`src/rtl/denoise_top_hls_dl_pkg.sv`:
```
// Shared types and helpers for the deadlock track unit.
// Holds the tracker FSM encoding and a constant clog2.
package denoise_top_hls_dl_pkg;

  typedef enum logic [1:0] {
    ST_IDLE    = 2'd0,
    ST_CONFIRM = 2'd1,
    ST_REPORT  = 2'd2
  } dl_state_e;

  function automatic int dl_clog2(input int n);
    int w;
    w = 0;
    while ((1 << w) < n) w++;
    return w;
  endfunction

endpackage

```
`src/rtl/denoise_top_hls_dl_token_rr.sv`:
```
// Round-robin picker for the outgoing token channel.
// Searches from last_grant+1 with wrap; no request falls back to channel 0.
module denoise_top_hls_dl_token_rr
  import denoise_top_hls_dl_pkg::*;
#(
  parameter int N  = 3,
  parameter int IW = (N > 1) ? dl_clog2(N) : 1
) (
  input  logic [N-1:0]  req,
  input  logic [IW-1:0] last_grant,
  output logic [N-1:0]  grant,
  output logic [IW-1:0] grant_idx
);

  logic          found;
  logic [IW-1:0] cand;
  int            sum;

  always_comb begin
    grant     = N'(1);
    grant_idx = '0;
    found     = 1'b0;
    cand      = '0;
    sum       = 0;
    for (int off = 1; off <= N; off++) begin
      sum = int'(last_grant) + off;
      if (sum >= N) sum = sum - N;
      cand = IW'(sum);
      if (!found && req[cand]) begin
        found     = 1'b1;
        grant     = N'(1) << cand;
        grant_idx = cand;
      end
    end
  end

endmodule

```
`src/rtl/denoise_top_hls_deadlock_track_unit.sv`:
```
// Per-process deadlock tracker: merges dependencies, confirms a
// persistent self-dependency, and forwards the report token.
module denoise_top_hls_deadlock_track_unit
  import denoise_top_hls_dl_pkg::*;
#(
  parameter int PROC_NUM     = 4,
  parameter int PROC_ID      = 0,
  parameter int IN_CHAN_NUM  = 2,
  parameter int OUT_CHAN_NUM = 3,
  parameter int DL_PERSIST   = 4
) (
  input  logic                            clock,
  input  logic                            reset,
  input  logic [OUT_CHAN_NUM-1:0]         proc_dep_vld_vec,
  input  logic [IN_CHAN_NUM-1:0]          in_chan_dep_vld_vec,
  input  logic [IN_CHAN_NUM*PROC_NUM-1:0] in_chan_dep_data_vec,
  input  logic [IN_CHAN_NUM-1:0]          token_in_vec,
  input  logic                            dl_detect_in,
  input  logic                            origin,
  input  logic                            token_clear,
  input  logic                            report_ack,
  output logic [OUT_CHAN_NUM-1:0]         out_chan_dep_vld_vec,
  output logic [PROC_NUM-1:0]             out_chan_dep_data,
  output logic [OUT_CHAN_NUM-1:0]         token_out_vec,
  output logic                            dl_detect_out,
  output logic [PROC_NUM-1:0]             dl_report_dep
);

  localparam int CW = dl_clog2(DL_PERSIST + 1);
  localparam int GW = (OUT_CHAN_NUM > 1) ? dl_clog2(OUT_CHAN_NUM) : 1;
  localparam logic [PROC_NUM-1:0] OWN_BIT = PROC_NUM'(1) << PROC_ID;
  localparam logic [CW-1:0] CNT_MAX  = CW'(DL_PERSIST);
  localparam logic [CW-1:0] CNT_LAST = CW'(DL_PERSIST - 1);
  localparam logic [GW-1:0] LG_RST   = GW'(OUT_CHAN_NUM - 1);

  logic [PROC_NUM-1:0]     dep_comb;
  logic [PROC_NUM-1:0]     dep;
  logic                    sel;
  logic                    blocked;
  logic                    hit;
  logic                    issue;
  logic [OUT_CHAN_NUM-1:0] rr_grant;
  logic [GW-1:0]           rr_idx;

  logic [PROC_NUM-1:0]     dep_reg_d, dep_reg_q;
  logic [CW-1:0]           cnt_d, cnt_q;
  dl_state_e               state_d, state_q;
  logic                    detect_d, detect_q;
  logic [PROC_NUM-1:0]     report_dep_d, report_dep_q;
  logic [OUT_CHAN_NUM-1:0] token_d, token_q;
  logic [GW-1:0]           last_grant_d, last_grant_q;

  always_comb begin
    dep_comb = '0;
    for (int i = 0; i < IN_CHAN_NUM; i++) begin
      if (in_chan_dep_vld_vec[i])
        dep_comb = dep_comb | in_chan_dep_data_vec[i*PROC_NUM +: PROC_NUM];
    end
  end

  // Once a deadlock is flagged globally, only token-bearing cycles refresh dep
  assign sel       = ~dl_detect_in | (|token_in_vec);
  assign dep       = sel ? dep_comb : dep_reg_q;
  assign blocked   = |proc_dep_vld_vec;
  assign hit       = sel & dep[PROC_ID] & blocked;
  assign dep_reg_d = blocked ? dep : '0;

  always_comb begin
    state_d = state_q;
    cnt_d   = '0;
    if (hit)
      cnt_d = (cnt_q == CNT_MAX) ? cnt_q : cnt_q + 1'b1;
    unique case (state_q)
      ST_IDLE: begin
        if (hit)
          state_d = (DL_PERSIST == 1) ? ST_REPORT : ST_CONFIRM;
      end
      ST_CONFIRM: begin
        if (!hit)
          state_d = ST_IDLE;
        else if (cnt_q == CNT_LAST)
          state_d = ST_REPORT;
      end
      ST_REPORT: begin
        if (report_ack) begin
          state_d = ST_IDLE;
          cnt_d   = '0;
        end
      end
      default: state_d = ST_IDLE;
    endcase
  end

  assign detect_d = (state_d == ST_REPORT);
  assign report_dep_d =
    (detect_d && state_q != ST_REPORT) ? dep : report_dep_q;

  denoise_top_hls_dl_token_rr #(
    .N  (OUT_CHAN_NUM),
    .IW (GW)
  ) u_rr (
    .req        (proc_dep_vld_vec),
    .last_grant (last_grant_q),
    .grant      (rr_grant),
    .grant_idx  (rr_idx)
  );

  assign issue        = ((|token_in_vec) & ~token_clear) | origin;
  assign token_d      = issue ? rr_grant : '0;
  assign last_grant_d = issue ? rr_idx : last_grant_q;

  always_ff @(posedge clock) begin
    if (reset) begin
      dep_reg_q    <= '0;
      cnt_q        <= '0;
      state_q      <= ST_IDLE;
      detect_q     <= 1'b0;
      report_dep_q <= '0;
      token_q      <= '0;
      last_grant_q <= LG_RST;
    end else begin
      dep_reg_q    <= dep_reg_d;
      cnt_q        <= cnt_d;
      state_q      <= state_d;
      detect_q     <= detect_d;
      report_dep_q <= report_dep_d;
      token_q      <= token_d;
      last_grant_q <= last_grant_d;
    end
  end

  assign out_chan_dep_vld_vec = proc_dep_vld_vec;
  assign out_chan_dep_data    = dep_reg_q | OWN_BIT;
  assign token_out_vec        = token_q;
  assign dl_detect_out        = detect_q;
  assign dl_report_dep        = report_dep_q;

endmodule
```
`config.mk`:
```
export PLATFORM = sky130hd
export DESIGN_NAME = denoise_top_hls_deadlock_track_unit
export DESIGN_NICKNAME = d
export VERILOG_FILES = /design/src/rtl/denoise_top_hls_dl_pkg.sv /design/src/rtl/denoise_top_hls_dl_token_rr.sv /design/src/rtl/denoise_top_hls_deadlock_track_unit.sv
export SDC_FILE = /design/constraint.sdc
export NUM_CORES = 1
export LEC_CHECK = 0
export CORE_UTILIZATION = 45
export DETAILED_ROUTE_END_ITERATION = 8
export GPL_TIMING_DRIVEN = 0
export PLACE_DENSITY = 0.78
export SYNTH_ARGS = -nofsm -noshare
export SYNTH_HDL_FRONTEND = slang
export SYNTH_SLANG_ARGS = --single-unit
```
`constraint.sdc`:
```
create_clock -name clock -period 2.5 [get_ports clock]
set_clock_uncertainty 0.1 [all_clocks]
set_input_delay 0.375 -clock clock [delete_from_list [all_inputs] [get_ports clock]]
set_output_delay 0.375 -clock clock [all_outputs]
set_load 0.05 [all_outputs]
```
==> run_results.csv <==
group,metric,value,unit
finish,finalNonFillerCells,196,
clock_tree,cts_tree,"built",
sta,worstMarginPinSlew,526,ps
grt,track_usage,19.6,%
setup_path,crit_fanout,8,
sta,drv_slew,0,
synth,avgSynthCellArea,8.55,um2
synth,syn_inst,132,
setup_path,r2r-end,"last_grant_q[1]",
hold_path,hold_path_class,"reg -> reg",
grt,grt_pass1_vias,919,
setup_path,critPathRequiredTime,2030,ps
synth,synth.ff_latch_count,18,
setup_path,cp-start-kind,"input port",
finish,syn_to_final_growth,34.9,%
setup_path,cp_slowest_cell,"clkdlybuf4s50_1",
grt,grt_pass1_wl,3920,um
setup_path,r2r-start,"last_grant_q[0]",
clock_tree,cts_sinks,18,
clock_tree,clock_insertion_delay_worst_skew,290,ps
sta,finalHoldViolCount,0,
sta,rsz0062_at_grt,"yes",
setup_path,end_kind,"output port",
placed_design,place_ws,78.7,ps
setup_path,arrival,1950,ps
finish,drive_gt1_share,11.9,%
clock_tree,htree_levels,1,
die,die_y,52.1,um
die,rows,17,
synth,synth_area,1130,um2
synth,synth_cell_types,38,
grt,grt_max_degree,11,
detailed_routing,drc_errors,0,
placed_design,place.gp.congestion,0.888,
finish,final_common_cell,"clkdlybuf4s50_1",
grt,grt-ovfl-total,0,
clock_tree,clkTransAtPathRegs,90,ps
setup_path,max_stage_delay,780,ps
setup_path,reg2reg_slack,190,ps
setup_path,crit_chain,"clkdlybuf4s50_1, buf_4, clkdlybuf4s50_1",
setup_path,path_buf_inv,3,
placed_design,post-dp-hpwl,1830,um
synth,yosysSeqAreaShare,31.9,%
sta,period_share,97.1,%
status,outcome,"finished clean",
clock_tree,cts_root_buf,"clkbuf_4",
setup_path,critPathCapture,"out_chan_dep_vld_vec[1]",
power,powerDensity,458,nW/um2
finish,nFillCells,202,
die,core,2300,um2
sta,timing.final.crit_period,2430,ps
setup_path,cpMostUsedCell,"clkdlybuf4s50_1",
detailed_routing,final_antenna_net_count,0,
die,start_util,49.1,%
detailed_routing,firstDrtPassIters,4,
setup_path,crit_type,"in -> out",
sta,fmax,0.412,GHz
sta,slew_headroom,64.9,%
setup_path,path_depth,3,
finish,antenna_cells,0,
synth,syn_nets,162,
power,leakage,0.596,nW
detailed_routing,vias_per_cell,5.09,
die,pin_count,36,
detailed_routing,post_drt_wl_per_cell,11.7,um
setup_path,crit_family,"buffers and inverters",
grt,antenna_found_initial,0,
synth,ys_warn_count,0,
detailed_routing,drt-total-wl,2290,um
run,max_cap_viol_count,0,
finish,final_cell_mix,"clkdlybuf4s50_1, dfxtp_1, nor2_1",
placed_design,dp.cells,193,
detailed_routing,vias,998,
clock_tree,cts_max_path_buffers,2,
die,die_w,52.1,um
die,die_area,2710,um2
setup_path,worstSetupStartpoint,"proc_dep_vld_vec[1]",
clock_tree,cts_made_buffers,3,
clock_tree,post_cts_buffers,0,
sta,layout_setup_ws,72.1,ps
finish,fin_nets,200,
setup_path,worstRegToRegCells,8,
power,peakVddDrop,0.000318,V
sta,setup_viol,0,
detailed_routing,first_iter_violations,18,
placed_design,port_buffers,33,
==> synth_stat cells, drive strengths merged <==
cell / instances / area share, %
a211oi: 2 / 1.3
a21boi: 2 / 1.3
a21oi: 10 / 4.4
a22oi: 5 / 3.3
a2bb2oi: 1 / 0.78
a311oi: 1 / 0.78
a31o: 1 / 0.78
a31oi: 1 / 0.55
and3b: 1 / 0.78
and4: 2 / 1.6
buf: 9 / 5.7
clkbuf: 2 / 0.67
conb: 1 / 0.33
dfxtp: 18 / 32
ha: 9 / 10
inv: 11 / 3.7
mux2i: 5 / 4.4
nand2: 9 / 3.0
nand3: 3 / 1.3
nor2: 14 / 4.7
nor2b: 4 / 2.9
nor3: 1 / 0.44
nor3b: 1 / 1.7
nor4: 1 / 1.9
nor4b: 3 / 2.3
nor4bb: 1 / 0.89
o21a: 1 / 0.67
o21ai: 5 / 2.2
o21ba: 1 / 0.89
o21bai: 1 / 0.67
o221ai: 1 / 0.78
o31a: 1 / 0.78
or2: 3 / 1.9
xnor2: 1 / 0.78
==> timing repair <==
item                                    in CTS  in global routing
endpoints found under the setup margin       0                  1
gates resized for setup                      0                  1
hold buffers                                 0                  0
==> registers in the layout (all words and copies together) (netlist names) <==
name           count
dl_report_dep      4
token_out_vec      3
cnt_q              3
last_grant_q       2
state_q            2
dep_reg_q          3
dl_detect_out      1
==> worst min-delay path: stages, from the launching register on <==
cell     delay, ps
dfxtp_1        330
nor2_1          50
nor2_1          70
==> metrics by stage <==
| step | power (W) | hold slack, ps | cell area (um2) | setup TNS, ps | util, % |
|---|---|---|---|---|---|
| after floorplan | 0.000482 | 357 | 1130 | 0 | - |
| after global placement | 0.000559 | 352 | 1490 | 0 | 65.0 |
| after detailed placement | 0.000565 | 364 | 1490 | 0 | 65.0 |
| after CTS | 0.000707 | 387 | 1520 | 0 | 66.0 |
| after global routing | 0.000747 | 397 | 1520 | -11.7 | 66.3 |
| final | 0.000698 | 375 | 1520 | 0 | 66.3 |
==> cell type report <==
type                    count  area [um2]  area share, %
multi-input cells          92         662           43.5
flip-flops and latches     18         360           23.7
repair buffers             33         330           21.7
plain buffers              11        71.3           4.68
inverters                  11        41.3           2.71
well taps                  28        35.0           2.30
clock buffers               3        22.5           1.48
==> power by group <==
part	leakage (nW)	switching, W	internal (W)	total [W]
combinational	0.436	0.000138	0.000110	0.000248
sequential	0.147	0.0000117	0.000302	0.000314
clock	0.0138	0.0000803	0.0000560	0.000136
total	0.596	0.000230	0.000468	0.000698
==> cells by family (layout without fill, tap and decap cells) <==
logic type / count (synthesis) / in the layout / synth area share [%]
AOI/OAI and AO/OA: 33 / 33 / 19.3
xor gates and xnor gates: 1 / 1 / 0.776
adders and majority gates: 9 / 9 / 9.98
buffers and inverters: 22 / 58 / 9.98
DFF: 18 / 18 / 31.9
muxes: 5 / 5 / 4.43
other: 1 / 1 / 0.332
and+or+nand+nor: 43 / 43 / 23.3
==> how the worst min path moves through the flow <==
stage,from,end,slack [ps],depth (start not counted)
detailed placement,dl_report_dep[0],dl_report_dep[0],360,2
CTS,dl_report_dep[0],dl_report_dep[0],390,2
finish,dl_report_dep[0],dl_report_dep[0],370,2
global placement,dl_report_dep[0],dl_report_dep[0],350,2
floorplan,cnt_q[2],cnt_q[1],360,2
global route,dl_report_dep[0],dl_report_dep[0],400,2
==> per-layer routing <==
layer  global-route usage, %  vias to the layer above  wire length [um]
met5                       0                        -                 0
met2                    32.9                       33              1060
met4                    6.76                        0                28
li1                        -                      522                 -
met3                    6.73                        5               179
met1                    23.0                      438              1020
No activity file was read; power rests on OpenSTA's default activity.
